## config.mk

```make
export PLATFORM = sky130hd
export DESIGN_NAME = mux_rr_sched
export DESIGN_NICKNAME = d
export VERILOG_FILES = /design/src/rtl/mux_rr_pkg.sv /design/src/rtl/rr_pick16.sv /design/src/rtl/mux_rr_sched.sv
export SDC_FILE = /design/constraint.sdc
export NUM_CORES = 1
export LEC_CHECK = 0
export CORE_MARGIN = 4
export CORE_UTILIZATION = 45
export CTS_BUF_LIST = sky130_fd_sc_hd__clkbuf_8
export DETAILED_ROUTE_END_ITERATION = 8
export GPL_TIMING_DRIVEN = 0
export PLACE_DENSITY = 0.66
export SLEW_MARGIN = 20
export SYNTH_ARGS = -nofsm -noshare
export SYNTH_HDL_FRONTEND = slang
export SYNTH_HIERARCHICAL = 1
export SYNTH_SLANG_ARGS = --single-unit
```

## constraint.sdc

```tcl
create_clock -name clk -period 6.6 [get_ports clk]
set_input_delay 0.99 -clock clk [delete_from_list [all_inputs] [get_ports clk]]
set_output_delay 0.99 -clock clk [all_outputs]
set_load 0.05 [all_outputs]
```

## src/rtl/mux_rr_pkg.sv

```systemverilog
// Shared constants, FSM state encoding and select decode for the 16:1 round-robin mux scheduler.
package mux_rr_pkg;

   localparam int unsigned N_SRC  = 16;
   localparam int unsigned SEL_W  = 4;
   localparam int unsigned HOLD_W = 4;

   typedef enum logic [1:0] {
      StIdle  = 2'b00,
      StGrant = 2'b01,
      StGap   = 2'b10
   } state_e;

   function automatic logic [N_SRC-1:0] sel_onehot(input logic [SEL_W-1:0] idx);
      logic [N_SRC-1:0] oh;
      oh      = '0;
      oh[idx] = 1'b1;
      return oh;
   endfunction

endpackage

```

## src/rtl/rr_pick16.sv

```systemverilog
// Combinational round-robin winner search: first set req bit scanning upward from last+1,
// wrapping 15->0.
module rr_pick16
   import mux_rr_pkg::*;
(
   input  logic [N_SRC-1:0] req,
   input  logic [SEL_W-1:0] last,
   output logic [SEL_W-1:0] win,
   output logic             found
);

   logic [SEL_W-1:0] idx;

   always_comb begin
      win   = last;
      found = 1'b0;
      idx   = last;
      // Offset N_SRC wraps to 0, so the previous winner is considered last.
      for (int i = 1; i <= int'(N_SRC); i++) begin
         idx = last + SEL_W'(i);
         if (!found && req[idx]) begin
            found = 1'b1;
            win   = idx;
         end
      end
   end

endmodule

```

## src/rtl/mux_rr_sched.sv

```systemverilog
// Round-robin grant scheduler for a 16:1 mux: IDLE picks a winner, GRANT holds it for up to
// HOLD_MAX cycles, GAP inserts one dead cycle. All outputs are registered.
module mux_rr_sched
   import mux_rr_pkg::*;
#(
   parameter int unsigned HOLD_MAX = 4
) (
   input  logic             clk,
   input  logic             rst_n,
   input  logic             en,
   input  logic [N_SRC-1:0] req,
   input  logic             done,
   output logic [SEL_W-1:0] sel,
   output logic [N_SRC-1:0] gnt,
   output logic             valid
);

   state_e            state_q;
   logic [HOLD_W-1:0] hold_q;
   logic [SEL_W-1:0]  last_q;
   logic              armed_q;
   logic [SEL_W-1:0]  pick;
   logic              pick_found;
   logic              grant_end;

   rr_pick16 u_pick (
      .req   (req),
      .last  (last_q),
      .win   (pick),
      .found (pick_found)
   );

   always_comb begin
      grant_end = done | ~req[sel] | (hold_q == HOLD_W'(HOLD_MAX - 1));
   end

   always_ff @(posedge clk or negedge rst_n) begin
      if (!rst_n) begin
         state_q <= StIdle;
         sel     <= '0;
         gnt     <= '0;
         valid   <= 1'b0;
         hold_q  <= '0;
         last_q  <= SEL_W'(N_SRC - 1);
         armed_q <= 1'b0;
      end else begin
         // The first edge after reset release only arms the scheduler; arbitration starts next.
         armed_q <= 1'b1;
         case (state_q)
            StIdle: begin
               if (armed_q && en && pick_found) begin
                  state_q <= StGrant;
                  sel     <= pick;
                  gnt     <= sel_onehot(pick);
                  valid   <= 1'b1;
                  hold_q  <= '0;
               end
            end
            StGrant: begin
               if (grant_end) begin
                  state_q <= StGap;
                  gnt     <= '0;
                  valid   <= 1'b0;
                  last_q  <= sel;
                  hold_q  <= '0;
               end else begin
                  hold_q <= hold_q + HOLD_W'(1);
               end
            end
            StGap: begin
               state_q <= StIdle;
            end
            default: begin
               state_q <= StIdle;
               gnt     <= '0;
               valid   <= 1'b0;
               hold_q  <= '0;
            end
         endcase
      end
   end

endmodule

```

==> run_summary.xml <==
<?xml version="1.0" encoding="UTF-8"?>
<metrics>
  <group name="logic_synthesis">
    <metric name="synth_async_sr_flop_share" unit="%">100</metric>
    <metric name="ys_top_cells_by_area" unit="">sky130_fd_sc_hd__dfrtp_1, sky130_fd_sc_hd__mux4_2, sky130_fd_sc_hd__mux2i_1</metric>
    <metric name="synth.largest_area_cell" unit="">sky130_fd_sc_hd__dfrtp_1</metric>
    <metric name="post_synth_num_cell_types" unit="">74</metric>
    <metric name="synth_edf_count" unit="">0</metric>
    <metric name="synth_nets" unit="">443</metric>
    <metric name="post_synth.cell_area_avg" unit="sq um">9.51</metric>
    <metric name="synth_top_area_share" unit="%">17.8</metric>
    <metric name="postSynthRegisterBits" unit="">32</metric>
    <metric name="synth.cell_area" unit="sq um">3940</metric>
    <metric name="synthesis_warning_total" unit="">6</metric>
    <metric name="synth_flop_cell" unit="">sky130_fd_sc_hd__dfrtp_1</metric>
    <metric name="synthesis.instances" unit="">414</metric>
    <metric name="synth_seq_area_share" unit="%">20.5</metric>
  </group>
  <group name="clocking">
    <metric name="cts_hold_buffers" unit="">0</metric>
    <metric name="cts_max_path_buffers" unit="">2</metric>
    <metric name="numClockSinks" unit="">32</metric>
    <metric name="cts_inserted_buffers" unit="">5</metric>
    <metric name="post_cts_resized" unit="">0</metric>
    <metric name="post_cts.repair.setup_buffers" unit="">0</metric>
    <metric name="ctsHtreeMaxLevel" unit="">2</metric>
    <metric name="clk_root_buffer_cell" unit="">sky130_fd_sc_hd__clkbuf_8</metric>
    <metric name="tritoncts" unit="">yes</metric>
    <metric name="worst_setup_hold_path_clk_slew" unit="ns">0.06</metric>
    <metric name="clock_latency_on_the_worst_skew_pair" unit="ns">0.28</metric>
  </group>
  <group name="outcome">
    <metric name="status" unit="">finished, final reports clean</metric>
  </group>
  <group name="timing">
    <metric name="timing.final.setup_violations" unit="">0</metric>
    <metric name="setup_repair_after_global_routing_missed_its_margin" unit="">false</metric>
    <metric name="timing_hold_violations_final" unit="">0</metric>
    <metric name="fmax" unit="MHz">165</metric>
    <metric name="postLayoutSetupSlackWorst" unit="ns">0.538</metric>
    <metric name="post-route-period-util" unit="%">91.8</metric>
    <metric name="timing_worst_slew_pin_value" unit="ns">0.980</metric>
    <metric name="worst_clock_skew" unit="ns">0.00290</metric>
    <metric name="post-route-min-period" unit="ns">6.06</metric>
    <metric name="fin_tns_setup" unit="ns">0</metric>
    <metric name="max_slew_violation_total_from_the_final_report" unit="">0</metric>
    <metric name="relSlewSlack" unit="%">34.1</metric>
  </group>
  <group name="global_routing">
    <metric name="grt_max_degree" unit="">33</metric>
    <metric name="number_of_global_route_vias_before_repair" unit="">3558</metric>
    <metric name="antenna_violations_before_repair" unit="">0</metric>
    <metric name="overflow" unit="">0</metric>
    <metric name="first_pass_grt_wire_length" unit="um">18300</metric>
    <metric name="global_route.usage.total" unit="%">22.5</metric>
  </group>
  <group name="final_layout">
    <metric name="n_antenna_cell" unit="">0</metric>
    <metric name="mostFrequentLayoutCell" unit="">sky130_fd_sc_hd__clkdlybuf4s50_1</metric>
    <metric name="final_util" unit="%">54.2</metric>
    <metric name="num-nets-final" unit="">490</metric>
    <metric name="layout-drive-gt1-share" unit="%">17.6</metric>
    <metric name="flow.area_growth_from_synthesis" unit="%">15.3</metric>
    <metric name="mostFrequentLayoutCells" unit="">sky130_fd_sc_hd__clkdlybuf4s50_1, sky130_fd_sc_hd__nand2_1, sky130_fd_sc_hd__mux2i_1</metric>
    <metric name="final_area" unit="sq um">4540</metric>
  </group>
  <group name="worst_setup_path">
    <metric name="timing.critical_path.from" unit="">last_q[0]</metric>
    <metric name="cpPeakStageDelay" unit="ns">0.56</metric>
    <metric name="cp-start-kind" unit="">flop</metric>
    <metric name="setup.reg_to_reg.worst_slack" unit="ns">0.54</metric>
    <metric name="timing_worst_setup_path_type" unit="">flop to flop</metric>
    <metric name="max_fo_critical_path" unit="">10</metric>
    <metric name="worst-endpoint-required" unit="ns">6.77</metric>
    <metric name="worstPathCellList" unit="">buf_6 &gt; buf_6 &gt; buf_2 &gt; inv_1 &gt; ha_1 &gt; clkbuf_1 &gt; mux4_2 &gt; mux4_2 &gt; buf_6 &gt; nor3_2 &gt; nand4_1 &gt; buf_2 &gt; or3_4 &gt; nor2_1 &gt; nand2_1 &gt; nand3_1 &gt; nor2_1 &gt; nor2_1 &gt; clkbuf_1 &gt; nor3_1 &gt; a21o_1</metric>
    <metric name="end_kind" unit="">flop</metric>
    <metric name="regToRegStartpoint" unit="">last_q[0]</metric>
    <metric name="critical_path_arrival" unit="ns">6.23</metric>
    <metric name="timing.critical_path.slowest_stage_cell" unit="">sky130_fd_sc_hd__dfstp_2</metric>
  </group>
  <group name="floorplanning">
    <metric name="initial_utilization" unit="%">47.0</metric>
    <metric name="core_region_area" unit="sq um">8380</metric>
    <metric name="vertical_extent_of_the_die" unit="um">102</metric>
    <metric name="die_area" unit="sq um">10300</metric>
    <metric name="core.rowCount" unit="">33</metric>
    <metric name="chipWidth" unit="um">102</metric>
    <metric name="ios" unit="">41</metric>
  </group>
  <group name="detailed_routing">
    <metric name="post-route-drc-count" unit="">0</metric>
    <metric name="finalWirelength" unit="um">11200</metric>
    <metric name="drtIter0Drc" unit="">298</metric>
    <metric name="vias" unit="">3658</metric>
    <metric name="detail_route.first_pass.iterations" unit="">5</metric>
    <metric name="routed_via_density" unit="">6.46</metric>
    <metric name="post_dr_wirelength_cell" unit="um">19.8</metric>
    <metric name="postRouteAntennaNets" unit="">0</metric>
  </group>
  <group name="placement">
    <metric name="gp_congestion" unit="">0.952</metric>
    <metric name="dp_hpwl" unit="um">8800</metric>
    <metric name="pre_cts_ws" unit="ns">0.625</metric>
    <metric name="placed_area" unit="sq um">4460</metric>
    <metric name="port_buffers" unit="">40</metric>
  </group>
  <group name="min_path">
    <metric name="timing.hold.worst.class" unit="">flop to flop</metric>
    <metric name="min_from" unit="">gnt[12]</metric>
  </group>
  <group name="flow_run">
    <metric name="max_cap_viol_count" unit="">0</metric>
  </group>
</metrics>
[critical path, delay by kind of cell (launching register included)]
family                   cells  cell delay (ns)
AND/OR/NAND/NOR              9             1.69
AO/OA/AOI/OAI                1             0.17
buffers and inverters        8             2.08
flip-flops                   1             0.56
multiplexers                 2             0.98
adder cells (fa/ha/maj)      1             0.45
[per-stage QoR]
step | cells | hold slack, ns
global placement | 559 | 0.462
global route | 566 | 0.491
finish | 566 | 0.479
detailed placement | 559 | 0.465
floorplan | 414 | 0.477
CTS | 566 | 0.479
[synth_stat cells (all sizes together) (3+ instances only)]
cell,number
nand2,38
mux2i,36
mux4,32
dfrtp,28
nor2,28
a21oi,22
nor3,19
a21o,17
inv,16
o21ai,15
buf,14
nand2b,13
nand3,11
ha,9
mux2,9
xnor2,9
clkbuf,6
nor2b,6
nor4,6
o22ai,6
o211ai,5
a211oi,4
and3,4
dfstp,4
xor2,4
a31oi,3
nand4,3
nor3b,3
o22a,3
o31ai,3
o32ai,3
or4,3
[flip-flops by register name, summed over array words and instances, names as in the netlist]
| name | flops |
|---|---|
| valid | 1 |
| armed_q | 1 |
| state_q | 2 |
| hold_q | 4 |
| last_q | 4 |
| sel | 4 |
| gnt | 16 |
[area by class of cell]
| cell class | count | area, sq um |
|---|---|---|
| fill | 795 | 3840 |
| multi-input combinational | 345 | 2940 |
| sequential | 32 | 806 |
| timing repair buffer | 40 | 395 |
| tap | 105 | 131 |
| buffer | 20 | 126 |
| clock buffer | 5 | 68.8 |
| inverter | 17 | 63.8 |
| clock inverter | 2 | 8.76 |
[cell families (layout without fill, tap and decap cells)]
| kind of cell | Yosys count | in the layout | synth area share [%] |
|---|---|---|---|
| simple gates | 141 | 141 | 19.0 |
| compound gates | 104 | 104 | 18.9 |
| mux | 77 | 77 | 30.9 |
| buf+inv | 37 | 84 | 4.83 |
| flops | 32 | 32 | 20.5 |
| xor+xnor | 13 | 13 | 2.89 |
| fa+ha+maj | 9 | 9 | 2.86 |
| other cells | 1 | 1 | 0.0952 |
[final timing paths]
check / endpoint / cells past startpoint
max reg2reg: gnt[8] / 21
max in group asynchronous: sel[2] / 1
max: gnt[8] / 21
min: gnt[12] / 1
min reg2reg: gnt[12] / 1
min in group asynchronous: gnt[8] / 1
[metal layers]
layer	vias up	GRT usage (%)	routed length (um)	part of all wire [%]
met5	-	0	0	0
met4	0	6.13	240	2.1
met3	23	2.20	670	6.0
met2	151	36.0	5290	47
met1	1789	32.6	4990	45
li1	1695	-	-	-
Power is left out: the tool's default activity adds up to more than one toggle a clock period on the data nets, which glitch-free logic cannot reach.
==> edit (same flow settings) <==
`N_SRC`: 16 -> 17.
--- a/src/rtl/mux_rr_pkg.sv
+++ b/src/rtl/mux_rr_pkg.sv
@@ -2,5 +2,5 @@
 package mux_rr_pkg;
 
-   localparam int unsigned N_SRC  = 16;
+   localparam int unsigned N_SRC  = 17;
    localparam int unsigned SEL_W  = 4;
    localparam int unsigned HOLD_W = 4;
Ports: changed (resized gnt and req); port bits go from 41 to 43. No check against the original RTL was run, so the function may have changed too.
==> edit against the original RTL <==
Setup slack improved by 0.053 ns. Via count about the same. Routed wire length decreased by 1.5%. Final area decreased by 1.0%. First-iteration DRC count increased by 21%. Critical path type unchanged. Sequential cell count unchanged. Final cell count increased by 0.18%. Area after synthesis decreased by 1.5%. Non-clock buffer count decreased by 2.
Power is left out: the tool's default activity adds up to more than one toggle a clock period on the data nets, which glitch-free logic cannot reach.
==> edit: results (changes against the original RTL) <==
| Metric | Value |
|---|---|
| Worst Clk Skew | 0.004728 ns (was 0.002900 ns) |
| Sequential share of the synthesized area | 20.65% (was 20.46%) |
| Multi-input logic portion of the cell area | 64.04% (was 64.77%) |
| Nets | 492 (was 490) |
| Worst setup path end | gnt[12] (was gnt[8]) |
| Syn_nets | 446 (was 443) |
| Row count | 33 (unchanged) |
| HPWL after DPL | 8.755 mm (was 8.805 mm) |
| Hold Crit Endpoint | gnt[7] (was gnt[12]) |
| Fill cells | 763 (was 795) |
| CP Max Fanout | 19 (was 10) |
| All-Layer GR Usage | 22.60% (was 22.47%) |
| Resized cells post-CTS | 2 (was 0) |
| Vias/cell | 6.453 (was 6.463) |
| HP Start | gnt[7] (was gnt[12]) |
| Slowest stage delay, CP | 0.63 ns (was 0.56 ns) |
| Synth area leaders | dfrtp_1 21%, mux4_2 16%, mux2i_1 8.5% (was dfrtp_1 18%, mux4_2 14%, mux2i_1 8.6%) |
| Seq/total area | 17.81% (was 17.74%) |
| Share of layout cells above drive strength 1 | 16.88% (was 17.57%) |
| Inverters | 24 (was 17) |
| Hold-critical path depth | 1 (unchanged) |
| WL met2 | 5.194 mm (was 5.287 mm) |
| Min cycle time layout | 6.009 ns (was 6.062 ns) |
| Top sig layer | met4 (unchanged) |
| Routability congestion estimate from global placement | 0.9394 (was 0.9515) |
| Setup WS pre-CTS | -0.1286 ns (was 0.6252 ns) |
| Area of placed instances | 4404 um^2 (was 4464 um^2) |
| Hold_ws | 0.4812 ns (was 0.4785 ns) |
| Critical Path AT | 6.19 ns (was 6.23 ns) |
| Syn_area_per_cell | 9.321 um^2 (was 9.511 um^2) |
| Slowest CP cell | mux4_2 (was dfstp_2) |
| Metal-1 WL | 4.870 mm (was 4.990 mm) |
| Vias in the first global route | 3466 (was 3558) |
| WL met3 | 759 um (was 670 um) |
| First DRT Iteration DRCs | 362 (was 298) |
| Via count | 3659 (was 3658) |
| Worst R2R Path Depth | 17 (was 21) |
| Status | completed (unchanged) |
| Clock-cell share | 1.726% (was 1.708%) |
| Most frequent cells after synthesis | 35 x nand2_1, 33 x mux2i_1, 32 x dfrtp_1, 28 x mux4_2, 27 x nor2_1 (was 37 x nand2_1, 34 x mux2i_1, 28 x dfrtp_1, 26 x nor2_1, 25 x mux4_2) |
| Placed Cells incl. Taps | 561 (was 559) |
| Crit path max-delay family | simple AND/OR/NAND/NOR gates (was buffers and inverters) |
| Routed len/inst | 19.43 um (was 19.77 um) |
| Crit Reg-Reg Startpoint | last_q[1] (was last_q[0]) |
| Synth cell types | 68 (was 74) |
| Bufs w/o clock | 58 (was 60) |
| #MultiIn Comb | 341 (was 345) |
==> edit: changes by cell type in the layout (fill, tap and decap cells not counted), moves of 5 or more <==
cell / before / now
a21oi_1: 22 / 16
nand2b_1: 13 / 8
o21ai_0: 14 / 20
o22ai_1: 6 / 1
a22oi_1: 2 / 8
inv_1: 16 / 24
==> edit: metal layers <==
metal / track usage [%] / vias up
met2: 35.04 / 138
met4: 5.803 / 0
met5: 0 / -
li1: - / 1701
met1: 32.65 / 1802
met3: 3.945 / 18
==> edit: cells by family (layout without fill, tap and decap cells) <==
| family | count (synthesis) | after routing | synth area share (%) |
|---|---|---|---|
| multiplexers | 75 | 75 | 30.01 |
| AND/OR/NAND/NOR | 139 | 139 | 18.55 |
| other | 2 | 2 | 0.1937 |
| flip-flops | 32 | 32 | 20.65 |
| buffers and inverters | 43 | 89 | 5.453 |
| AO/OA/AOI/OAI | 105 | 105 | 19.56 |
| adder cells (fa/ha/maj) | 9 | 9 | 2.904 |
| XOR/XNOR | 11 | 11 | 2.678 |
